**config.mk**
```make
export PLATFORM = sky130hd
export DESIGN_NAME = serial_subtractor
export DESIGN_NICKNAME = d
export VERILOG_FILES = /design/src/rtl/arith_pkg.sv /design/src/rtl/full_subtractor.sv /design/src/rtl/serial_subtractor.sv
export SDC_FILE = /design/constraint.sdc
export NUM_CORES = 1
export LEC_CHECK = 0
export ABC_AREA = 1
export BUFFER_PORTS_ARGS = -buffer_cell sky130_fd_sc_hd__buf_2
export CORE_MARGIN = 2
export CORE_UTILIZATION = 50
export CTS_CLUSTER_DIAMETER = 40
export DETAILED_ROUTE_END_ITERATION = 10
export GPL_TIMING_DRIVEN = 1
export PLACE_DENSITY_LB_ADDON = 0.12
export SLEW_MARGIN = 20
export SYNTH_ARGS = -nofsm -noshare
export SYNTH_HDL_FRONTEND = slang
export SYNTH_SLANG_ARGS = --single-unit
```
**constraint.sdc**
```tcl
create_clock -name clk -period 2.29 [get_ports clk]
set_input_delay 0.229 -clock clk [delete_from_list [all_inputs] [get_ports clk]]
set_output_delay 0.229 -clock clk [all_outputs]
set_load 0.02 [all_outputs]
```
**src/rtl/arith_pkg.sv**
```systemverilog
// Shared arithmetic package for the serial arithmetic blocks.
// Holds the common state encoding used by the serial datapath FSMs and
// a clog2 helper for sizing counters from parameters.
package arith_pkg;

    typedef enum logic [1:0] {
        IDLE  = 2'b00,
        SHIFT = 2'b01,
        DONE  = 2'b10
    } state_t;

    // Ceiling log2, usable in constant (parameter) expressions.
    function automatic int clog2(input int value);
        int result;
        result = 0;
        for (int i = 0; i < 31; i++) begin
            if ((1 << i) < value) begin
                result = i + 1;
            end
        end
        return result;
    endfunction

endpackage

```
**src/rtl/full_subtractor.sv**
```systemverilog
// One-bit gate-level full subtractor: diff = a - b - bin.
// Ports:
//   a, b, bin : minuend bit, subtrahend bit, borrow-in
//   diff      : difference bit
//   bout      : borrow-out
module full_subtractor (
    input  logic a,
    input  logic b,
    input  logic bin,
    output logic diff,
    output logic bout
);

    logic axb;
    logic borrow_gen;
    logic borrow_prop;

    assign axb         = a ^ b;
    assign diff        = axb ^ bin;
    // Borrow is generated when a=0,b=1, and propagated when a==b.
    assign borrow_gen  = ~a & b;
    assign borrow_prop = ~axb & bin;
    assign bout        = borrow_gen | borrow_prop;

endmodule

```
**src/rtl/serial_subtractor.sv**
```systemverilog
// Bit-serial ripple-borrow subtractor: diff = (a - b - bin) mod 2^WIDTH,
// one bit per clock through a single full_subtractor cell.
// Ports:
//   clk, rst        : clock, asynchronous active-high reset
//   start           : launch request, honoured only while ready = 1
//   a, b, bin       : operands and borrow-in, captured on the accepted start
//   ready/busy/done : IDLE / SHIFT / DONE state decodes (done is a 1-cycle pulse)
//   diff, bout      : registered result, held until the next completion
module serial_subtractor
    import arith_pkg::*;
#(
    parameter int WIDTH = 4
) (
    input  logic             clk,
    input  logic             rst,
    input  logic             start,
    input  logic [WIDTH-1:0] a,
    input  logic [WIDTH-1:0] b,
    input  logic             bin,
    output logic             ready,
    output logic             busy,
    output logic             done,
    output logic [WIDTH-1:0] diff,
    output logic             bout
);

    localparam int CW = clog2(WIDTH) + 1;
    localparam logic [CW-1:0] LAST_CNT = CW'(WIDTH - 1);

    state_t           state_reg, state_next;
    logic [WIDTH-1:0] a_reg, b_reg, res_reg, diff_reg;
    logic [WIDTH-1:0] a_shift, b_shift, res_next;
    logic             br_reg, bout_reg;
    logic [CW-1:0]    cnt_reg;
    logic             bit_diff, bit_borrow;
    logic             last_bit;

    full_subtractor u_cell (
        .a    (a_reg[0]),
        .b    (b_reg[0]),
        .bin  (br_reg),
        .diff (bit_diff),
        .bout (bit_borrow)
    );

    // Right-shift networks: operands consume LSB first, and the fresh
    // difference bit enters the result register at the MSB.
    genvar gi;
    generate
        for (gi = 0; gi < WIDTH - 1; gi++) begin : g_shift
            assign a_shift[gi]  = a_reg[gi+1];
            assign b_shift[gi]  = b_reg[gi+1];
            assign res_next[gi] = res_reg[gi+1];
        end
    endgenerate
    assign a_shift[WIDTH-1]  = 1'b0;
    assign b_shift[WIDTH-1]  = 1'b0;
    assign res_next[WIDTH-1] = bit_diff;

    // The counter still holds WIDTH-1 during the final shift cycle.
    assign last_bit = (cnt_reg == LAST_CNT);

    always_ff @(posedge clk or posedge rst) begin
        if (rst) begin
            state_reg <= IDLE;
        end else begin
            state_reg <= state_next;
        end
    end

    always_comb begin
        state_next = state_reg;
        ready      = 1'b0;
        busy       = 1'b0;
        done       = 1'b0;
        case (state_reg)
            IDLE: begin
                ready = 1'b1;
                if (start) begin
                    state_next = SHIFT;
                end
            end
            SHIFT: begin
                busy = 1'b1;
                if (last_bit) begin
                    state_next = DONE;
                end
            end
            DONE: begin
                done       = 1'b1;
                state_next = IDLE;
            end
            default: begin
                state_next = IDLE;
            end
        endcase
    end

    always_ff @(posedge clk or posedge rst) begin
        if (rst) begin
            a_reg    <= '0;
            b_reg    <= '0;
            res_reg  <= '0;
            br_reg   <= 1'b0;
            cnt_reg  <= '0;
            diff_reg <= '0;
            bout_reg <= 1'b0;
        end else begin
            case (state_reg)
                IDLE: begin
                    if (start) begin
                        a_reg   <= a;
                        b_reg   <= b;
                        br_reg  <= bin;
                        res_reg <= '0;
                        cnt_reg <= '0;
                    end
                end
                SHIFT: begin
                    a_reg   <= a_shift;
                    b_reg   <= b_shift;
                    br_reg  <= bit_borrow;
                    res_reg <= res_next;
                    cnt_reg <= cnt_reg + CW'(1);
                    // Publish the result on the edge that enters DONE so it
                    // is valid for the whole done pulse.
                    if (last_bit) begin
                        diff_reg <= res_next;
                        bout_reg <= bit_borrow;
                    end
                end
                default: begin
                end
            endcase
        end
    end

    assign diff = diff_reg;
    assign bout = bout_reg;

endmodule

```
==> results.md <==
- IO Count: 20
- Largest net degree at the start of global routing: 23
- RSZ-0062 raised after global routing: false
- Nets: 159
- Die footprint: 0.00243 mm²
- Chip width: 49.3 µm
- Tightest Hold Check Type: primary input to async pin
- Largest family of logic cells by synthesized area: simple AND/OR/NAND/NOR gates
- Detail-routed via count per cell: 4.69
- Synth Area in XOR/XNOR: 0%
- Post-synthesis mux area share: 0%
- Register area: 551 µm²
- Crit path time final: 1.67 ns
- Wirelength per Cell: 10.9 µm
- Fillers: 196
- Port Buf Inserts: 19
- Final setup viols: 0
- Vias: 792
- CTS Buffer Depth: 2
- Final wirelength: 1840 µm
- Max Fclk: 599 MHz
- Unique masters post-synth: 16
- CORE AREA: 0.00194 mm²
- Post-synthesis simple-gate area fraction: 25.2%
- Worst-Margin Slew: 0.824 ns
- Final Cycle Share: 72.9%
- Max Cap Violations: 0
- Multi-input gate area: 373 µm²
- Arrival time at the worst endpoint: 1.44 ns
- Top fanout value on the critical path: 13
- Synth warnings: 0
- Leakage: 0.669 nW
- Clock Root Buffer: clkbuf_4
- Final Hold Fails: 0
- DRC violations left: 0
- Cells after synthesis: 122
- GRT Util Overall: 18.2%
- Number of diodes: 0
- Worst skew pair latency: 0.30 ns
- Max Slew Vio Count: 0
- RePlAce Congestion: 0.738
- Critical path class: flip-flop to output pin
- Initial DRC Count: 15
- Area share of fa/ha/maj cells after synthesis: 4.39%
- Fin util: 59.8%
- Outcome: completed
- Slew HR: 45.0%
- Grt ovf: 0
- TritonCTS clock tree: done
- Post-Syn Nets: 137
- H-tree levels: 1
- Setup Skew: 0.00602 ns
- WP data required: 2.06 ns
- Die Ht: 49.3 µm
- Crit path launch type: flip-flop
- CTS buffer count: 3
- Initial antenna violation count: 0
- Vias in the first global route: 756
- Initial core utilization: 52.8%
- Setup TNS: 0 ns
- Sequential element share of the synthesized area: 53.7%
- CTS resizes: 0
- Post-synthesis register bit count: 22
- Dpl hpwl: 1330 µm
- Worst vdd ir: 720 µV
- Clock slew at reported path FFs: 0.11 ns
- Final ANT Viol Nets: 0
- PwrDens: 1390 mW/mm²
- Clock sinks: 22
- Worst Setup End Kind: output pin
- Area growth syn-to-layout: 13.2%
- Global-route wire length before repair: 3360 µm
- Netlist area before placement: 0.00103 mm²
- Hold-fix buffers, CTS: 0
- Non-Filler Instances: 169
- Layout cells sized above 1: 21.1%
- 1st-pass router iterations: 4
- Syn_area_per_cell: 8.41 µm²
- Complex-gate fraction of the synthesized area: 6.71%
- Postcts setup bufs: 0
- Std cell rows: 16
- Placed insts: 166
routing by layer:
layer	part of all wire, %	wire, µm	up-vias	global-route usage, %
met5	0	0	-	0
met4	1.8	33	0	7.14
met3	3.9	72	5	4.60
met2	51	930	16	30.9
met1	44	800	358	22.0
li1	-	-	413	-
synthesized netlist by cell type:
| library cell | number | area share, % |
|---|---|---|
| nand2_1 | 42 | 15 |
| dfrtp_1 | 22 | 54 |
| inv_1 | 20 | 7.3 |
| nand3_1 | 10 | 4.9 |
| o21ai_1 | 10 | 4.9 |
| inv_2 | 3 | 1.1 |
| nor2_1 | 3 | 1.1 |
| a21oi_1 | 2 | 0.98 |
| ha_1 | 2 | 2.4 |
| nand2_4 | 2 | 2.2 |
| buf_2 | 1 | 0.49 |
| buf_6 | 1 | 1.1 |
| fa_1 | 1 | 2.0 |
| nand2_2 | 1 | 0.61 |
| nor2_4 | 1 | 1.1 |
| o21ai_2 | 1 | 0.85 |
report_power, final:
part           internal (mW)  leakage (nW)  switching [mW]
Clock                 0.0613        0.0138           0.108
Combinational          0.276         0.380           0.484
Sequential             0.562         0.276           0.123
Total                  0.899         0.669           0.714
placed cells by master (no fill, tap or decap):
master | Yosys | routed
a21oi_1 | 2 | 2
buf_2 | 1 | 19
clkbuf_4 | 0 | 3
dfrtp_1 | 22 | 22
fa_1 | 1 | 1
ha_1 | 2 | 2
inv_1 | 20 | 20
inv_2 | 3 | 3
nand2_1 | 42 | 42
nand2_2 | 1 | 1
nand2_4 | 2 | 2
nand3_1 | 10 | 10
nor2_1 | 3 | 3
nor2_4 | 1 | 1
o21ai_1 | 10 | 10
o21ai_2 | 1 | 1
cell families (layout without fill, tap and decap cells):
family | Yosys count | in the layout
fa+ha+maj | 3 | 3
flops | 22 | 22
compound gates | 13 | 13
buf+inv | 25 | 45
simple gates | 59 | 59
path summary, 6_finish.rpt:
kind / startpoint / to / slack, ns / depth (start not counted)
hold / removal: rst / res_reg[2] / 0.07 / 2
max in group asynchronous: rst / b_reg[3] / 1.71 / 2
hold reg to reg: diff[3] / diff[3] / 0.49 / 2
setup / recovery: state_reg[0] / busy / 0.62 / 3
setup reg to reg: state_reg[0] / a_reg[0] / 0.97 / 4
min in group clk: a[3] / a_reg[3] / 0.17 / 3
worst max-delay path: stages, from the launching register on:
cell     delay (ns)
dfrtp_1        0.66
inv_2          0.09
nor2_4         0.19
buf_2          0.20
layout make-up:
cell class                      count  area share (%)
Inverter                           23            7.44
Sequential cell                    22            47.4
Timing Repair Buffer               19            8.19
Clock buffer                        3            1.94
Multi-Input combinational cell     75            32.1
Tap cell                           27            2.91
through the flow:
stage | worst slack [ns] | hold slack, ns | power [mW] | cell area [µm²]
3_3_place_gp | 0.998 | 0.426 | 1.44 | 1140
5_1_grt | 0.516 | 0.140 | 1.78 | 1160
2_1_floorplan | 1.06 | 0.218 | 1.27 | 1030
3_5_place_dp | 0.960 | 0.435 | 1.47 | 1140
4_1_cts | 0.611 | 0.0976 | 1.64 | 1160
6_report | 0.621 | 0.0687 | 1.61 | 1160
(Power assumes the default switching activity.)
